`src/rtl/mpt_tlb_pkg.sv`:
```
// Shared types and helpers for the MPT walk-result TLB.
package mpt_tlb_pkg;

    typedef enum logic [1:0] {
        PG_4K   = 2'b00,
        PG_2M   = 2'b01,
        PG_1G   = 2'b10,
        PG_RSVD = 2'b11
    } mpt_page_size_e;

    typedef enum logic [1:0] {
        ACCESS_NONE  = 2'b00,
        ACCESS_READ  = 2'b01,
        ACCESS_WRITE = 2'b10,
        ACCESS_EXEC  = 2'b11
    } mpt_access_e;

    typedef enum logic [1:0] {
        DISALLOWED = 2'b00,
        ALLOW_RX   = 2'b01,
        ALLOW_RW   = 2'b10,
        ALLOW_RWX  = 2'b11
    } TLB_permissions_e;

    // Width of the largest in-page offset (1 GiB pages).
    localparam int unsigned MPT_OFFSET_W = 30;

    // Permission check of one stored entry against the requested access.
    function automatic logic mpt_perm_allows(TLB_permissions_e perm, mpt_access_e access);
        logic allow;
        case (access)
            ACCESS_READ:  allow = (perm != DISALLOWED);
            ACCESS_WRITE: allow = (perm == ALLOW_RW) || (perm == ALLOW_RWX);
            ACCESS_EXEC:  allow = (perm == ALLOW_RX) || (perm == ALLOW_RWX);
            ACCESS_NONE:  allow = 1'b0;
            default:      allow = 1'b0;
        endcase
        return allow;
    endfunction

    // In-page offset bits for a page size; the page base is everything above them.
    // The reserved size maps to the widest offset, but such fills never reach the array.
    function automatic logic [MPT_OFFSET_W-1:0] mpt_page_mask(mpt_page_size_e size);
        logic [MPT_OFFSET_W-1:0] offs;
        case (size)
            PG_4K:   offs = 30'h0000_0FFF;
            PG_2M:   offs = 30'h001F_FFFF;
            PG_1G:   offs = 30'h3FFF_FFFF;
            PG_RSVD: offs = 30'h3FFF_FFFF;
            default: offs = 30'h3FFF_FFFF;
        endcase
        return offs;
    endfunction

endpackage

```
`src/rtl/mpt_tlb_if.sv`:
```
// Requester / walker / flush signals of the MPT TLB grouped as one bus.
interface mpt_tlb_if #(
    parameter int unsigned PLEN     = 56,
    parameter int unsigned SDID_LEN = 6
);
    logic                lookup_valid_i;
    logic [PLEN-1:0]     lookup_paddr_i;
    logic [SDID_LEN-1:0] lookup_sdid_i;
    logic [1:0]          lookup_access_i;
    logic                lookup_valid_o;
    logic                lookup_hit_o;
    logic                lookup_allow_o;
    logic                fill_valid_i;
    logic [PLEN-1:0]     fill_paddr_i;
    logic [SDID_LEN-1:0] fill_sdid_i;
    logic [1:0]          fill_size_i;
    logic [1:0]          fill_perm_i;
    logic                flush_i;
    logic                flush_sdid_en_i;
    logic [SDID_LEN-1:0] flush_sdid_i;

    modport master (
        output lookup_valid_i, lookup_paddr_i, lookup_sdid_i, lookup_access_i,
        output fill_valid_i, fill_paddr_i, fill_sdid_i, fill_size_i, fill_perm_i,
        output flush_i, flush_sdid_en_i, flush_sdid_i,
        input  lookup_valid_o, lookup_hit_o, lookup_allow_o
    );

    modport slave (
        input  lookup_valid_i, lookup_paddr_i, lookup_sdid_i, lookup_access_i,
        input  fill_valid_i, fill_paddr_i, fill_sdid_i, fill_size_i, fill_perm_i,
        input  flush_i, flush_sdid_en_i, flush_sdid_i,
        output lookup_valid_o, lookup_hit_o, lookup_allow_o
    );
endinterface

```
`src/rtl/mpt_tlb_victim_sel.sv`:
```
// Fill-slot chooser: duplicate tag first, then lowest free slot, then round-robin victim.
module mpt_tlb_victim_sel #(
    parameter int unsigned NUM_ENTRIES = 8,
    parameter int unsigned IDX_W       = $clog2(NUM_ENTRIES)
) (
    input  logic                   clk_i,
    input  logic                   rst_i,
    input  logic [NUM_ENTRIES-1:0] valid_i,
    input  logic [NUM_ENTRIES-1:0] dup_i,
    input  logic                   advance_i,
    input  logic                   reset_ptr_i,
    output logic [IDX_W-1:0]       sel_idx_o,
    output logic                   evict_o
);
    localparam logic [IDX_W-1:0] ONE_IDX = IDX_W'(1'b1);

    logic [IDX_W-1:0] ptr_r;
    logic [IDX_W-1:0] free_idx_s;
    logic [IDX_W-1:0] dup_idx_s;
    logic             free_found_s;
    logic             dup_found_s;

    // Lowest-index free slot and lowest-index duplicate tag (scan high to low, last write wins).
    always_comb begin
        free_found_s = 1'b0;
        free_idx_s   = '0;
        dup_found_s  = 1'b0;
        dup_idx_s    = '0;
        for (int i = int'(NUM_ENTRIES) - 1; i >= 0; i--) begin
            free_idx_s   = (!valid_i[i]) ? IDX_W'(i) : free_idx_s;
            free_found_s = free_found_s | ~valid_i[i];
            dup_idx_s    = dup_i[i] ? IDX_W'(i) : dup_idx_s;
            dup_found_s  = dup_found_s | dup_i[i];
        end
    end

    // Slot choice in priority order; only the last resort evicts a live entry.
    always_comb begin
        sel_idx_o = ptr_r;
        evict_o   = 1'b0;
        if (dup_found_s) begin
            sel_idx_o = dup_idx_s;
        end else if (free_found_s) begin
            sel_idx_o = free_idx_s;
        end else begin
            sel_idx_o = ptr_r;
            evict_o   = 1'b1;
        end
    end

    // Round-robin victim pointer; wraps naturally because the entry count is a power of two.
    always_ff @(posedge clk_i) begin
        if (rst_i) begin
            ptr_r <= '0;
        end else if (reset_ptr_i) begin
            ptr_r <= '0;
        end else if (advance_i) begin
            ptr_r <= ptr_r + ONE_IDX;
        end else begin
            ptr_r <= ptr_r;
        end
    end

endmodule

```
`src/rtl/mpt_tlb.sv`:
```
// Fully associative, SDID-tagged cache of MPT walk results with mixed page sizes.
module mpt_tlb
    import mpt_tlb_pkg::*;
#(
    parameter int unsigned PLEN        = 56,
    parameter int unsigned SDID_LEN    = 6,
    parameter int unsigned NUM_ENTRIES = 8
) (
    input  logic                          clk_i,
    input  logic                          rst_i,
    mpt_tlb_if.slave                      bus,
    output logic [$clog2(NUM_ENTRIES):0]  occupancy_o
);
    localparam int unsigned IDX_W = $clog2(NUM_ENTRIES);

    typedef struct packed {
        logic                valid;
        mpt_page_size_e      size;
        TLB_permissions_e    perm;
        logic [PLEN-1:0]     paddr;
        logic [SDID_LEN-1:0] sdid;
    } mpt_tlb_entry_t;

    mpt_tlb_entry_t         entries_r [NUM_ENTRIES];
    logic [NUM_ENTRIES-1:0] valid_vec_s;
    logic [NUM_ENTRIES-1:0] valid_next_s;
    logic [NUM_ENTRIES-1:0] match_vec_s;
    logic [NUM_ENTRIES-1:0] dup_vec_s;
    logic [NUM_ENTRIES-1:0] flush_match_s;
    logic [IDX_W-1:0]       lookup_idx_s;
    logic                   lookup_hit_s;
    logic                   lookup_allow_s;
    logic [PLEN-1:0]        fill_mask_s;
    logic [PLEN-1:0]        fill_base_s;
    mpt_page_size_e         fill_size_s;
    logic                   fill_accept_s;
    logic [IDX_W-1:0]       fill_idx_s;
    logic                   evict_s;
    logic [IDX_W:0]         count_s;
    logic                   resp_valid_r;
    logic                   resp_hit_r;
    logic                   resp_allow_r;
    logic [IDX_W:0]         occupancy_r;

    assign fill_size_s   = mpt_page_size_e'(bus.fill_size_i);
    assign fill_mask_s   = ~{{(PLEN-MPT_OFFSET_W){1'b0}}, mpt_page_mask(fill_size_s)};
    assign fill_base_s   = bus.fill_paddr_i & fill_mask_s;
    // A flush in the same cycle may make the walk result stale, so it wins.
    assign fill_accept_s = bus.fill_valid_i && (fill_size_s != PG_RSVD) && !bus.flush_i;

    for (genvar g = 0; g < NUM_ENTRIES; g++) begin : g_entry
        logic [PLEN-1:0] mask_s;
        assign mask_s = ~{{(PLEN-MPT_OFFSET_W){1'b0}}, mpt_page_mask(entries_r[g].size)};
        assign valid_vec_s[g]   = entries_r[g].valid;
        assign match_vec_s[g]   = entries_r[g].valid
                               && (entries_r[g].sdid == bus.lookup_sdid_i)
                               && ((bus.lookup_paddr_i & mask_s) == entries_r[g].paddr);
        assign dup_vec_s[g]     = entries_r[g].valid
                               && (entries_r[g].sdid == bus.fill_sdid_i)
                               && (entries_r[g].size == fill_size_s)
                               && (entries_r[g].paddr == fill_base_s);
        assign flush_match_s[g] = (entries_r[g].sdid == bus.flush_sdid_i);
    end

    // Lowest matching index wins when page sizes overlap.
    always_comb begin
        lookup_hit_s = 1'b0;
        lookup_idx_s = '0;
        for (int i = int'(NUM_ENTRIES) - 1; i >= 0; i--) begin
            lookup_idx_s = match_vec_s[i] ? IDX_W'(i) : lookup_idx_s;
            lookup_hit_s = lookup_hit_s | match_vec_s[i];
        end
    end

    assign lookup_allow_s = mpt_perm_allows(entries_r[lookup_idx_s].perm,
                                            mpt_access_e'(bus.lookup_access_i));

    mpt_tlb_victim_sel #(
        .NUM_ENTRIES (NUM_ENTRIES),
        .IDX_W       (IDX_W)
    ) u_victim_sel (
        .clk_i       (clk_i),
        .rst_i       (rst_i),
        .valid_i     (valid_vec_s),
        .dup_i       (dup_vec_s),
        .advance_i   (fill_accept_s && evict_s),
        .reset_ptr_i (bus.flush_i && !bus.flush_sdid_en_i),
        .sel_idx_o   (fill_idx_s),
        .evict_o     (evict_s)
    );

    // Next valid vector: flush (global or per-SDID) beats fill.
    always_comb begin
        valid_next_s = valid_vec_s;
        if (bus.flush_i) begin
            if (bus.flush_sdid_en_i) begin
                valid_next_s = valid_vec_s & ~flush_match_s;
            end else begin
                valid_next_s = '0;
            end
        end else if (fill_accept_s) begin
            valid_next_s[fill_idx_s] = 1'b1;
        end else begin
            valid_next_s = valid_vec_s;
        end
    end

    // Popcount of the post-update valid vector.
    always_comb begin
        count_s = '0;
        for (int i = 0; i < int'(NUM_ENTRIES); i++) begin
            count_s = count_s + {{IDX_W{1'b0}}, valid_next_s[i]};
        end
    end

    // Entry array: valid bits track flush/fill, payload written only on an accepted fill.
    always_ff @(posedge clk_i) begin
        if (rst_i) begin
            for (int i = 0; i < int'(NUM_ENTRIES); i++) begin
                entries_r[i] <= '0;
            end
        end else begin
            for (int i = 0; i < int'(NUM_ENTRIES); i++) begin
                entries_r[i].valid <= valid_next_s[i];
            end
            if (fill_accept_s) begin
                entries_r[fill_idx_s].size  <= fill_size_s;
                entries_r[fill_idx_s].perm  <= TLB_permissions_e'(bus.fill_perm_i);
                entries_r[fill_idx_s].paddr <= fill_base_s;
                entries_r[fill_idx_s].sdid  <= bus.fill_sdid_i;
            end
        end
    end

    // Registered lookup response (pre-update contents) and occupancy.
    always_ff @(posedge clk_i) begin
        if (rst_i) begin
            resp_valid_r <= 1'b0;
            resp_hit_r   <= 1'b0;
            resp_allow_r <= 1'b0;
            occupancy_r  <= '0;
        end else begin
            resp_valid_r <= bus.lookup_valid_i;
            resp_hit_r   <= bus.lookup_valid_i && lookup_hit_s;
            resp_allow_r <= bus.lookup_valid_i && lookup_hit_s && lookup_allow_s;
            occupancy_r  <= count_s;
        end
    end

    assign bus.lookup_valid_o = resp_valid_r;
    assign bus.lookup_hit_o   = resp_hit_r;
    assign bus.lookup_allow_o = resp_allow_r;
    assign occupancy_o        = occupancy_r;

endmodule

```
`src/flat_wrapper.sv`:
```
// flat-port wrapper written by rule: the top's interface ports become plain ports
module mpt_tlb_flat import mpt_tlb_pkg::*;
#(
    parameter int unsigned PLEN        = 56,
    parameter int unsigned SDID_LEN    = 6,
    parameter int unsigned NUM_ENTRIES = 8
)
  (clk_i, rst_i, occupancy_o, bus_lookup_valid_i, bus_lookup_paddr_i, bus_lookup_sdid_i, bus_lookup_access_i, bus_fill_valid_i, bus_fill_paddr_i, bus_fill_sdid_i, bus_fill_size_i, bus_fill_perm_i, bus_flush_i, bus_flush_sdid_en_i, bus_flush_sdid_i, bus_lookup_valid_o, bus_lookup_hit_o, bus_lookup_allow_o);
  mpt_tlb_if #(.PLEN(PLEN), .SDID_LEN(SDID_LEN)) bus_i ();
  input  logic clk_i;
  input  logic rst_i;
  output logic [$clog2(NUM_ENTRIES):0] occupancy_o;
  input wire logic [$bits(bus_i.lookup_valid_i)-1:0] bus_lookup_valid_i;
  input wire logic [$bits(bus_i.lookup_paddr_i)-1:0] bus_lookup_paddr_i;
  input wire logic [$bits(bus_i.lookup_sdid_i)-1:0] bus_lookup_sdid_i;
  input wire logic [$bits(bus_i.lookup_access_i)-1:0] bus_lookup_access_i;
  input wire logic [$bits(bus_i.fill_valid_i)-1:0] bus_fill_valid_i;
  input wire logic [$bits(bus_i.fill_paddr_i)-1:0] bus_fill_paddr_i;
  input wire logic [$bits(bus_i.fill_sdid_i)-1:0] bus_fill_sdid_i;
  input wire logic [$bits(bus_i.fill_size_i)-1:0] bus_fill_size_i;
  input wire logic [$bits(bus_i.fill_perm_i)-1:0] bus_fill_perm_i;
  input wire logic [$bits(bus_i.flush_i)-1:0] bus_flush_i;
  input wire logic [$bits(bus_i.flush_sdid_en_i)-1:0] bus_flush_sdid_en_i;
  input wire logic [$bits(bus_i.flush_sdid_i)-1:0] bus_flush_sdid_i;
  output wire logic [$bits(bus_i.lookup_valid_o)-1:0] bus_lookup_valid_o;
  output wire logic [$bits(bus_i.lookup_hit_o)-1:0] bus_lookup_hit_o;
  output wire logic [$bits(bus_i.lookup_allow_o)-1:0] bus_lookup_allow_o;
  assign bus_i.lookup_valid_i = bus_lookup_valid_i;
  assign bus_i.lookup_paddr_i = bus_lookup_paddr_i;
  assign bus_i.lookup_sdid_i = bus_lookup_sdid_i;
  assign bus_i.lookup_access_i = bus_lookup_access_i;
  assign bus_i.fill_valid_i = bus_fill_valid_i;
  assign bus_i.fill_paddr_i = bus_fill_paddr_i;
  assign bus_i.fill_sdid_i = bus_fill_sdid_i;
  assign bus_i.fill_size_i = bus_fill_size_i;
  assign bus_i.fill_perm_i = bus_fill_perm_i;
  assign bus_i.flush_i = bus_flush_i;
  assign bus_i.flush_sdid_en_i = bus_flush_sdid_en_i;
  assign bus_i.flush_sdid_i = bus_flush_sdid_i;
  assign bus_lookup_valid_o = bus_i.lookup_valid_o;
  assign bus_lookup_hit_o = bus_i.lookup_hit_o;
  assign bus_lookup_allow_o = bus_i.lookup_allow_o;
  mpt_tlb #(.PLEN(PLEN), .SDID_LEN(SDID_LEN), .NUM_ENTRIES(NUM_ENTRIES)) u_core (.clk_i(clk_i), .rst_i(rst_i), .bus(bus_i), .occupancy_o(occupancy_o));
endmodule
```
`config.mk`:
```
export PLATFORM = sky130hd
export DESIGN_NAME = mpt_tlb_flat
export DESIGN_NICKNAME = d
export VERILOG_FILES = /design/src/rtl/mpt_tlb_pkg.sv /design/src/rtl/mpt_tlb_if.sv /design/src/rtl/mpt_tlb_victim_sel.sv /design/src/rtl/mpt_tlb.sv /design/src/flat_wrapper.sv
export SDC_FILE = /design/constraint.sdc
export NUM_CORES = 2
export LEC_CHECK = 0
export ABC_AREA = 1
export ABC_CLOCK_PERIOD_IN_PS = 15600
export BUFFER_PORTS_ARGS = -buffer_cell sky130_fd_sc_hd__buf_4
export CAP_MARGIN = 15
export CORE_AREA = 10 10 265 267
export CTS_CLUSTER_SIZE = 10
export DETAILED_ROUTE_END_ITERATION = 10
export DIE_AREA = 0 0 275 277
export PLACE_DENSITY = 0.74
export SETUP_SLACK_MARGIN = 0.1
export SYNTH_ARGS = -nofsm -noshare
export SYNTH_HDL_FRONTEND = slang
export SYNTH_SLANG_ARGS = --single-unit
```
`constraint.sdc`:
```
create_clock -name clk_i -period 15.6 [get_ports clk_i]
set_clock_uncertainty 0.05 [all_clocks]
set_input_delay 3.9 -clock clk_i [delete_from_list [all_inputs] [get_ports clk_i]]
set_output_delay 3.9 -clock clk_i [all_outputs]
set_load 0.05 [all_outputs]
```
==> flow_summary_export.csv <==
group,metric,value,unit
detailed_routing,ant_nets,0,
floorplan,die-area,76180,sq um
clock_network,cts_setup_buffers,0,
hold_path,whs_endpoint,"u_core.u_victim_sel.ptr_r[2]",
cells_and_area,layout_common_cells,"954 x nand2_1, 941 x nor2_1, 474 x inv_1, 432 x edfxtp_1, 225 x o22ai_1",
yosys,synth_top_area_cell,"edfxtp_1",
detailed_routing,wire_per_inst,35.20,um
clock_network,clk_latency,700,ps
floorplan,chipHeight,277,um
power_and_ir_drop,p_leak,0.01459,uW
flow_run,max-cap-violations,0,
clock_network,hold_buffers,0,
hold_path,hp-class,"reg -> reg",
clock_network,cts_inserted_buffers,56,
sta,fin_setup_tns,0,ps
worst_setup_path,rrSetupSlack,8810,ps
grt,grt_pass1_wl,254000,um
detailed_routing,dr_total_vias,35546,
detailed_routing,drtIter0Drc,6950,
yosys,ys_warn_count,0,
worst_setup_path,critPathMaxFanout,17,
yosys,synth_seq_cells,450,
floorplan,die_w,275,um
floorplan,io_pins,149,
cells_and_area,final_nets,4568,
sta,setup_viol_count_final,0,
detailed_routing,drt-total-wl,187400,um
yosys,synthCells,4385,
grt,grt-ovfl-total,0,
sta,whs,463.6,ps
place,place_ws,5260,ps
detailed_routing,firstDrtPassIters,7,
cells_and_area,drive_gt1_share,7.252,%
yosys,syn_nets,4535,
yosys,synth.area.top_cells,"edfxtp_1 40%, nand2_1 11%, nor2_1 11%",
yosys,netlist.area_leader.share,40.38,%
clock_network,cts-root-buf,"clkbuf_16",
grt,grt_usage,47.84,%
detailed_routing,viasPerCell,6.677,
place,dp_hpwl,136100,um
worst_setup_path,critPathCaptureType,"register",
sta,rsz0062_at_grt,"no",
power_and_ir_drop,vdd.ir_drop.worst,0.09565,mV
clock_network,cts_tree,"yes",
clock_network,cts_sinks,450,
worst_setup_path,r2r-start,"u_core.entries_r[0][65]",
yosys,synth_edf_count,432,
sta,tightest_slew,1206,ps
detailed_routing,drc,0,
power_and_ir_drop,power_density,94.63,nW/um^2
grt,grt_pass1_vias,33073,
floorplan,start_util,49.31,%
yosys,syn-cell-area,32130,sq um
sta,max_slew_margin,18.71,%
clock_network,h-tree-depth,2,
place,finalWeightedCongestion,1.163,
yosys,synth_cell_types,60,
worst_setup_path,crit_required,16170,ps
place,io_buffers,124,
yosys,async_flop_share,0,%
sta,min_period,10430,ps
worst_setup_path,cp.arrival,10990,ps
yosys,synth_ff_type,"edfxtp_1",
sta,slew_viol_final,0,
yosys,yosysSeqAreaShare,41.50,%
hold_path,holdCritStartpoint,"u_core.u_victim_sel.ptr_r[2]",
place,place_area,33570,sq um
worst_setup_path,path_class,"in -> reg",
clock_network,path_clk_slew,60,ps
hold_path,min_path_cells,2,
sta,layout_setup_ws,5174,ps
sta,max_freq,95.92,MHz
outcome,outcome,"complete, no violations",
cells_and_area,syn2layout_area_growth,9.861,%
sta,finalCritPeriodShare,66.83,%
floorplan,rows,94,
clock_network,cts_max_path_buffers,3,
cells_and_area,fin_area,35300,sq um
worst_setup_path,start_kind,"input pin",
floorplan,coreArea,65160,sq um
cells_and_area,nFillCells,6346,
grt,grt_max_degree,55,
yosys,syn-mean-instance-area,7.327,sq um
worst_setup_path,reg2regPathDepth,24,
clock_network,postCtsResizedCells,0,
cells_and_area,final_common_cell,"nand2_1",
sta,hold_viol_final,0,
power_and_ir_drop,power,3340,uW
worst_setup_path,r2r-end,"u_core.occupancy_o[1]",
grt,antenna_found_initial,8,
-- registers in the layout, summed over array words and instances (netlist names) --
register,flops
u_core.u_victim_sel.ptr_r,3
u_core.bus.lookup_allow_o,1
u_core.entries_r,440
u_core.bus.lookup_valid_o,1
u_core.bus.lookup_hit_o,1
u_core.occupancy_o,4
-- how the worst max path moves through the flow --
stage                                     from                    end  slack [ps]  cells past startpoint
after detailed placement  bus_fill_paddr_i[53]  u_core.occupancy_o[1]        5260                     25
after floorplan             bus_fill_size_i[0]  u_core.occupancy_o[1]        7320                     29
after CTS                 bus_fill_paddr_i[53]  u_core.occupancy_o[1]        5930                     25
after global placement    bus_fill_paddr_i[53]  u_core.occupancy_o[1]        5310                     25
final                     bus_fill_paddr_i[53]  u_core.occupancy_o[1]        5170                     25
after global routing      bus_fill_paddr_i[53]  u_core.occupancy_o[1]        5150                     26
-- stage by stage --
stage / util (%) / instances
after floorplan: - / 4385
after global placement: 51.52 / 5222
after detailed placement: 51.52 / 5222
after CTS: 54.13 / 5316
after global routing: 54.15 / 5318
final: 54.17 / 5324
-- final cells by class --
type	count	area, sq um	area share [%]
inverters	503	1893	5.364
clock buffers	79	1538	4.357
repair buffers	179	1339	3.793
clock inverters	15	161.4	0.4573
multi-input cells	3228	15940	45.15
flip-flops and latches	450	13330	37.78
diodes	6	15.01	0.04254
well taps	864	1081	3.063
-- critical path, cell delays in order --
cell       delay, ps
buf_4            230
clkinv_1         820
nand2_1          250
nand3_1          250
nor3_1           980
nand4_1          160
nor2_1           730
nand3_1          190
nand2_1          190
nor2_4            80
o2111ai_4        190
nand2_4          220
nand2_1          160
nand2_1           70
nand2_1           80
nand2_1           70
ha_1             310
fa_1             490
inv_1             50
fa_1             470
inv_1             60
fa_1             410
inv_1             90
fa_1             390
nor2_1           110
-- cell usage after synthesis (4+ instances only) --
| library cell | count |
|---|---|
| a211oi_1 | 16 |
| a21oi_1 | 60 |
| buf_1 | 6 |
| buf_2 | 80 |
| buf_4 | 4 |
| buf_6 | 15 |
| clkbuf_1 | 99 |
| clkinv_1 | 23 |
| dfxtp_1 | 18 |
| edfxtp_1 | 432 |
| fa_1 | 4 |
| ha_1 | 4 |
| inv_1 | 474 |
| inv_2 | 5 |
| nand2_1 | 962 |
| nand2_2 | 8 |
| nand2_4 | 9 |
| nand3_1 | 178 |
| nand3_4 | 4 |
| nand3b_1 | 34 |
| nand4_1 | 113 |
| nand4_4 | 4 |
| nor2_1 | 941 |
| nor2_4 | 6 |
| nor3_1 | 81 |
| nor3b_1 | 11 |
| nor4_1 | 49 |
| o2111ai_1 | 31 |
| o211ai_1 | 10 |
| o21ai_0 | 188 |
| o221ai_1 | 6 |
| o22ai_1 | 225 |
| o41ai_1 | 4 |
| or2_2 | 18 |
| xnor2_1 | 102 |
| xor2_1 | 126 |
-- report_power, final --
part / switching (uW) / leakage [uW] / internal (uW) / total (uW)
clock: 577 / 0.000826 / 699 / 1280
combinational: 487 / 0.00915 / 154 / 641
sequential: 52.7 / 0.00461 / 1370 / 1420
total: 1120 / 0.0146 / 2220 / 3340
-- per-layer routing --
layer  part of all wire [%]  track usage [%]  vias up
li1                       -                -    14664
met1                     33            57.30    16503
met2                     39            65.98     3470
met3                     17            19.85      905
met4                     11            38.78        4
met5                  0.049            1.183        -
-- cell families (layout without fill, tap and decap cells) --
logic type | Yosys count | after routing | share of synthesized area, %
buffers and inverters | 707 | 776 | 8.985
adder cells (fa/ha/maj) | 8 | 8 | 0.4050
flip-flops | 450 | 450 | 41.50
AND/OR/NAND/NOR | 2428 | 2428 | 32.27
AO/OA/AOI/OAI | 564 | 564 | 10.63
XOR/XNOR | 228 | 228 | 6.216
other | 0 | 6 | 0
Note: power is estimated with default switching activity, not from simulation.
